==> src/rtl/lives_controller_pkg.sv <==
// Shared types for the life-count logic and the heart display.
package lives_pkg;
  localparam int LIVES_W = 2;

  typedef logic [LIVES_W-1:0] lives_t;

  typedef enum logic [1:0] {
    ST_IDLE,
    ST_ALIVE,
    ST_RECOVER,
    ST_GAME_OVER
  } lives_state_t;

  // Increment that never exceeds the ceiling.
  function automatic lives_t lives_sat_inc(input lives_t v, input lives_t ceil);
    return (v < ceil) ? lives_t'(v + lives_t'(1)) : ceil;
  endfunction
endpackage

==> src/rtl/lives_controller_if.sv <==
// Event pulses in from collision/score/video logic, life status out to display.
interface lives_controller_if;
  import lives_pkg::*;

  logic   startOfFrame;
  logic   newGame;
  logic   playerHit;
  logic   extraLife;
  lives_t lives;
  logic   gameOver;
  logic   invulnerable;
  logic   playerVisible;
  logic   lifeLost;

  modport master (
    output startOfFrame, newGame, playerHit, extraLife,
    input  lives, gameOver, invulnerable, playerVisible, lifeLost
  );

  modport slave (
    input  startOfFrame, newGame, playerHit, extraLife,
    output lives, gameOver, invulnerable, playerVisible, lifeLost
  );
endinterface

==> src/rtl/lives_controller_frame_timer.sv <==
// Loadable down-counter stepped by frame pulses; done fires on the 1->0 step.
module frame_timer #(
  parameter int W      = 4,
  parameter bit RELOAD = 1'b0
) (
  input  logic         clk,
  input  logic         rst_n,
  input  logic         clr_i,
  input  logic         load_i,
  input  logic [W-1:0] load_val_i,
  input  logic         en_i,
  output logic         done_o
);
  logic [W-1:0] cnt_q;

  // done is combinational so the owner can act on the same edge the count expires
  assign done_o = en_i && (cnt_q == W'(1));

  // clear beats load beats count; count holds at 0 rather than wrapping
  always_ff @(posedge clk or negedge rst_n) begin
    if (!rst_n)                      cnt_q <= '0;
    else if (clr_i)                  cnt_q <= '0;
    else if (load_i)                 cnt_q <= load_val_i;
    else if (en_i && cnt_q != '0) begin
      if (done_o && RELOAD)          cnt_q <= load_val_i;
      else                           cnt_q <= cnt_q - W'(1);
    end
  end
endmodule

==> src/rtl/lives_controller.sv <==
// Player life FSM: hit/extra-life bookkeeping, invulnerability window, blink, game over.
module lives_controller
  import lives_pkg::*;
#(
  parameter int MAX_LIVES     = 3,
  parameter int INVULN_FRAMES = 120,
  parameter int BLINK_FRAMES  = 8
) (
  input  logic              clk,
  input  logic              resetN,
  lives_controller_if.slave bus
);
  localparam int IW = $clog2(INVULN_FRAMES + 1);
  localparam int BW = $clog2(BLINK_FRAMES) + 1;
  localparam lives_t LMAX = lives_t'(MAX_LIVES);

  lives_state_t state_q, state_d;
  lives_t       lives_q, lives_d;
  logic         gameover_q, invuln_q, vis_q, vis_d, lost_q;
  logic         hit_acc, tmr_clr, inv_en, inv_done, blink_done;

  assign inv_en = (state_q == ST_RECOVER) && bus.startOfFrame;

  frame_timer #(.W(IW), .RELOAD(1'b0)) u_invuln (
    .clk        (clk),
    .rst_n      (resetN),
    .clr_i      (tmr_clr),
    .load_i     (hit_acc),
    .load_val_i (IW'(INVULN_FRAMES)),
    .en_i       (inv_en),
    .done_o     (inv_done)
  );

  frame_timer #(.W(BW), .RELOAD(1'b1)) u_blink (
    .clk        (clk),
    .rst_n      (resetN),
    .clr_i      (tmr_clr),
    .load_i     (hit_acc),
    .load_val_i (BW'(BLINK_FRAMES)),
    .en_i       (inv_en),
    .done_o     (blink_done)
  );

  // Next state and lives: newGame > playerHit > extraLife; ignored hits do not block extraLife
  always_comb begin
    state_d = state_q;
    lives_d = lives_q;
    hit_acc = 1'b0;
    tmr_clr = 1'b0;
    if (bus.newGame) begin
      state_d = ST_ALIVE;
      lives_d = LMAX;
      tmr_clr = 1'b1;
    end else if (bus.playerHit && state_q == ST_ALIVE) begin
      hit_acc = 1'b1;
      if (lives_q <= lives_t'(1)) begin
        state_d = ST_GAME_OVER;
        lives_d = '0;
      end else begin
        state_d = ST_RECOVER;
        lives_d = lives_q - lives_t'(1);
      end
    end else begin
      if (bus.extraLife && (state_q == ST_ALIVE || state_q == ST_RECOVER))
        lives_d = lives_sat_inc(lives_q, LMAX);
      if (state_q == ST_RECOVER && inv_done)
        state_d = ST_ALIVE;
    end
  end

  // Blink: forced on in ALIVE, restarts high on RECOVER entry, toggles per blink period
  always_comb begin
    vis_d = 1'b0;
    unique case (state_d)
      ST_ALIVE:   vis_d = 1'b1;
      ST_RECOVER: vis_d = (state_q != ST_RECOVER) ? 1'b1 :
                          (blink_done ? ~vis_q : vis_q);
      default:    vis_d = 1'b0;
    endcase
  end

  // State, lives and every output are registered off the next-state values
  always_ff @(posedge clk or negedge resetN) begin
    if (!resetN) begin
      state_q    <= ST_IDLE;
      lives_q    <= '0;
      gameover_q <= 1'b0;
      invuln_q   <= 1'b0;
      vis_q      <= 1'b0;
      lost_q     <= 1'b0;
    end else begin
      state_q    <= state_d;
      lives_q    <= lives_d;
      gameover_q <= (state_d == ST_GAME_OVER);
      invuln_q   <= (state_d == ST_RECOVER);
      vis_q      <= vis_d;
      lost_q     <= hit_acc;
    end
  end

  assign bus.lives         = lives_q;
  assign bus.gameOver      = gameover_q;
  assign bus.invulnerable  = invuln_q;
  assign bus.playerVisible = vis_q;
  assign bus.lifeLost      = lost_q;
endmodule

==> src/flat_wrapper.sv <==
// flat-port wrapper written by rule: the top's interface ports become plain ports
module lives_controller_flat import lives_pkg::*;
#(
  parameter int MAX_LIVES     = 3,
  parameter int INVULN_FRAMES = 120,
  parameter int BLINK_FRAMES  = 8
)
  (clk, resetN, bus_startOfFrame, bus_newGame, bus_playerHit, bus_extraLife, bus_lives, bus_gameOver, bus_invulnerable, bus_playerVisible, bus_lifeLost);
  lives_controller_if bus_i ();
  input  logic clk;
  input  logic resetN;
  input wire logic [$bits(bus_i.startOfFrame)-1:0] bus_startOfFrame;
  input wire logic [$bits(bus_i.newGame)-1:0] bus_newGame;
  input wire logic [$bits(bus_i.playerHit)-1:0] bus_playerHit;
  input wire logic [$bits(bus_i.extraLife)-1:0] bus_extraLife;
  output wire logic [$bits(bus_i.lives)-1:0] bus_lives;
  output wire logic [$bits(bus_i.gameOver)-1:0] bus_gameOver;
  output wire logic [$bits(bus_i.invulnerable)-1:0] bus_invulnerable;
  output wire logic [$bits(bus_i.playerVisible)-1:0] bus_playerVisible;
  output wire logic [$bits(bus_i.lifeLost)-1:0] bus_lifeLost;
  assign bus_i.startOfFrame = bus_startOfFrame;
  assign bus_i.newGame = bus_newGame;
  assign bus_i.playerHit = bus_playerHit;
  assign bus_i.extraLife = bus_extraLife;
  assign bus_lives = bus_i.lives;
  assign bus_gameOver = bus_i.gameOver;
  assign bus_invulnerable = bus_i.invulnerable;
  assign bus_playerVisible = bus_i.playerVisible;
  assign bus_lifeLost = bus_i.lifeLost;
  lives_controller #(.MAX_LIVES(MAX_LIVES), .INVULN_FRAMES(INVULN_FRAMES), .BLINK_FRAMES(BLINK_FRAMES)) u_core (.clk(clk), .resetN(resetN), .bus(bus_i));
endmodule
==> config.mk <==
export PLATFORM = sky130hd
export DESIGN_NAME = lives_controller_flat
export DESIGN_NICKNAME = d
export VERILOG_FILES = /design/src/rtl/lives_controller_pkg.sv /design/src/rtl/lives_controller_if.sv /design/src/rtl/lives_controller_frame_timer.sv /design/src/rtl/lives_controller.sv /design/src/flat_wrapper.sv
export SDC_FILE = /design/constraint.sdc
export NUM_CORES = 1
export LEC_CHECK = 0
export CAP_MARGIN = 15
export CORE_UTILIZATION = 42
export CTS_CLUSTER_DIAMETER = 80
export DETAILED_ROUTE_END_ITERATION = 12
export GPL_ROUTABILITY_DRIVEN = 0
export PLACE_DENSITY = 0.64
export SYNTH_ARGS = -nofsm -noshare
export SYNTH_HDL_FRONTEND = slang
export SYNTH_HIERARCHICAL = 1
export SYNTH_SLANG_ARGS = --single-unit
==> constraint.sdc <==
create_clock -name clk -period 4.1 [get_ports clk]
set_input_delay 1.025 -clock clk [delete_from_list [all_inputs] [get_ports clk]]
set_output_delay 1.025 -clock clk [all_outputs]
set_load 0.01 [all_outputs]
==> results.json <==
{
  "hold_slack_ns": 0.5525,
  "min_period_over_period_pct": 70.19,
  "wl_met1_mm": 1.293,
  "cts_max_path_buffers": 2,
  "leakagePower_nw": 0.6328,
  "regArea_sq_um": 475.5,
  "cts_made_buffers": 3,
  "antenna_found_initial": 0,
  "synthDistinctLibCells": 46,
  "antenna_cells": 0,
  "rsz0062_at_grt": "no",
  "track_usage_pct": 19.67,
  "hp-class": "reg -> reg",
  "core_area_sq_mm": 0.002829,
  "vias": 1106,
  "reg2reg_slack_ns": 1.56,
  "synth_area_per_cell_sq_um": 9.113,
  "critPathMaxFanout": 9,
  "cts_tree": "yes",
  "drv_cap": 0,
  "yosys_warnings": 6,
  "slew_headroom_pct": 41.43,
  "cts_root_buf": "clkbuf_4",
  "finalHoldViolCount": 0,
  "synth-edff-count": 0,
  "detail_route.iter0.violations": 65,
  "worstSetupEndpointType": "register",
  "ys_seq_area_share_pct": 37.00,
  "synth_area_sq_mm": 0.001285,
  "boundaryPins": 12,
  "reg2regPathDepth": 9,
  "syn_inst": 141,
  "ys_ff_latch": 19,
  "overflow": 0,
  "failed_checks": "design-rule violations",
  "rows": 19,
  "fmax_ghz": 0.3475,
  "mostFrequentLayoutCells": "dfrtp_1, inv_1, nand2_1, conb_1, clkdlybuf4s50_1",
  "insertion_delay_ns": 0.30,
  "worst_ep_required_time_ns": 4.32,
  "hold_depth": 2,
  "setup_violations": 0,
  "wl_mm": 2.737,
  "ir_drop_uv": 123.4,
  "fin_skew_ns": 0.001408,
  "async_flop_share_pct": 100.0,
  "io_buffers": 11,
  "final_common_cell": "dfrtp_1",
  "worstMarginPinSlew_ns": 0.8758,
  "route.detailed.drc": 3,
  "period_minus_slack_ns": 2.878,
  "first_pass_iters": 8,
  "fin_tns_setup_ns": 0,
  "p_total_mw": 0.4914,
  "finalMaxSlewViolations": 0,
  "wl_met3_microns": 153,
  "postRouteAntennaNets": 0,
  "critPathKind": "in -> reg",
  "cts.htree.levels": 1,
  "nets": 182,
  "die_h_microns": 57.31,
  "via_per_inst": 5.643,
  "multi_input_area_sq_um": 789.5,
  "cts_hold_buffers": 0,
  "start_util_pct": 45.42,
  "area_growth_pct": 16.75,
  "grt_pass1_vias": 1070,
  "grt_max_degree": 23,
  "routed.top_layer": "met4",
  "status": "finished with violations",
  "wl_per_cell_microns": 13.96,
  "cts-resized-gates": 0,
  "dr_wl_met2_mm": 1.224,
  "arrival_ns": 3.10,
  "layout-drive-gt1-share_pct": 9.091,
  "synth_flop_cell": "dfrtp_1",
  "clock_sinks": 19,
  "path_clk_slew_ns": 0.11,
  "power_density_mw_per_mm2": 327.6,
  "grt_pass1_wl_mm": 4.961,
  "dieArea_sq_mm": 0.003284,
  "worst_setup_path_start_kind": "input port",
  "fill_cells": 263,
  "dp_hpwl_mm": 1.958,
  "postCtsSetupBuffers": 0,
  "die-width_microns": 57.31
}
[sequential cells by signal (all words and copies together), names as in the netlist]
name,cells
u_core/bus.gameOver,1
u_core/bus.invulnerable,1
u_core/bus.lifeLost,1
u_core/bus.lives,2
u_core/bus.playerVisible,1
u_core/state_q,2
u_core/u_blink/cnt_q,4
u_core/u_invuln/cnt_q,7
[worst paths after layout]
kind,end,from
max,u_core/bus.playerVisible,bus_startOfFrame
min,u_core/u_blink/cnt_q[1],u_core/u_blink/cnt_q[1]
max reg2reg,u_core/bus.playerVisible,u_core/u_invuln/cnt_q[3]
min reg2reg,u_core/u_blink/cnt_q[1],u_core/u_blink/cnt_q[1]
max in group asynchronous,u_core/u_blink/cnt_q[2],resetN
min in group asynchronous,u_core/bus.lives[0],resetN
[worst max-delay path, cell delays in order]
cell and delay [ns]:
clkdlybuf4s50_1 0.46, and2_1 0.33, nand2_1 0.08, nor3_1 0.17
nand2_1 0.10, a31oi_1 0.21, nor2_1 0.07, ha_1 0.25
nand3b_1 0.09, o21ai_0 0.09, o31ai_1 0.22
[cells in the mapped netlist, drive strengths merged, types with 3 or more instances]
cell type / n / area [sq um]
dfrtp: 19 / 475.5
nand2: 13 / 51.30
inv: 12 / 45.04
ha: 10 / 125.1
nor2: 8 / 32.54
nor3: 7 / 35.03
o211ai: 7 / 52.55
o21ai: 6 / 30.02
a21oi: 4 / 20.02
nand3b: 4 / 30.03
a21boi: 3 / 22.52
clkbuf: 3 / 12.51
nand2b: 3 / 18.77
nor4: 3 / 18.77
o31ai: 3 / 22.52
[cell type report]
type,count,area share (%)
inverters,12,3.002
clock buffers,4,1.751
well taps,31,2.585
repair buffers,13,8.340
flip-flops and latches,19,31.69
multi-input cells,117,52.63
[where the power goes]
part	internal (mW)	leakage (nW)	switching (mW)	total, mW
logic	0.0740	0.377	0.0838	0.158
clock network	0.0380	0.0150	0.0616	0.0996
registers	0.210	0.241	0.0239	0.234
[routing by layer]
metal  vias up  track usage (%)
li1        548                -
met4         0            10.10
met1       508            28.22
met3         8            2.948
met2        42            28.74
met5         -                0
[per-stage QoR]
step	instances	utilization, %	worst slack (ns)	area (sq um)
4_1_cts	196	53.03	1.234	1500
2_1_floorplan	151	-	1.648	1323
3_5_place_dp	192	52.10	0.9147	1474
5_1_grt	196	53.03	0.9231	1500
6_report	196	53.03	1.222	1500
3_3_place_gp	192	52.10	1.037	1474
[cell families after synthesis]
logic type	Yosys count	share of synthesized area, %
mux	2	1.558
other cells	2	0.5844
flops	19	37.00
compound gates	37	21.23
fa+ha+maj	10	9.737
simple gates	56	25.42
buf+inv	15	4.479
No activity file was read; power rests on OpenSTA's default activity.
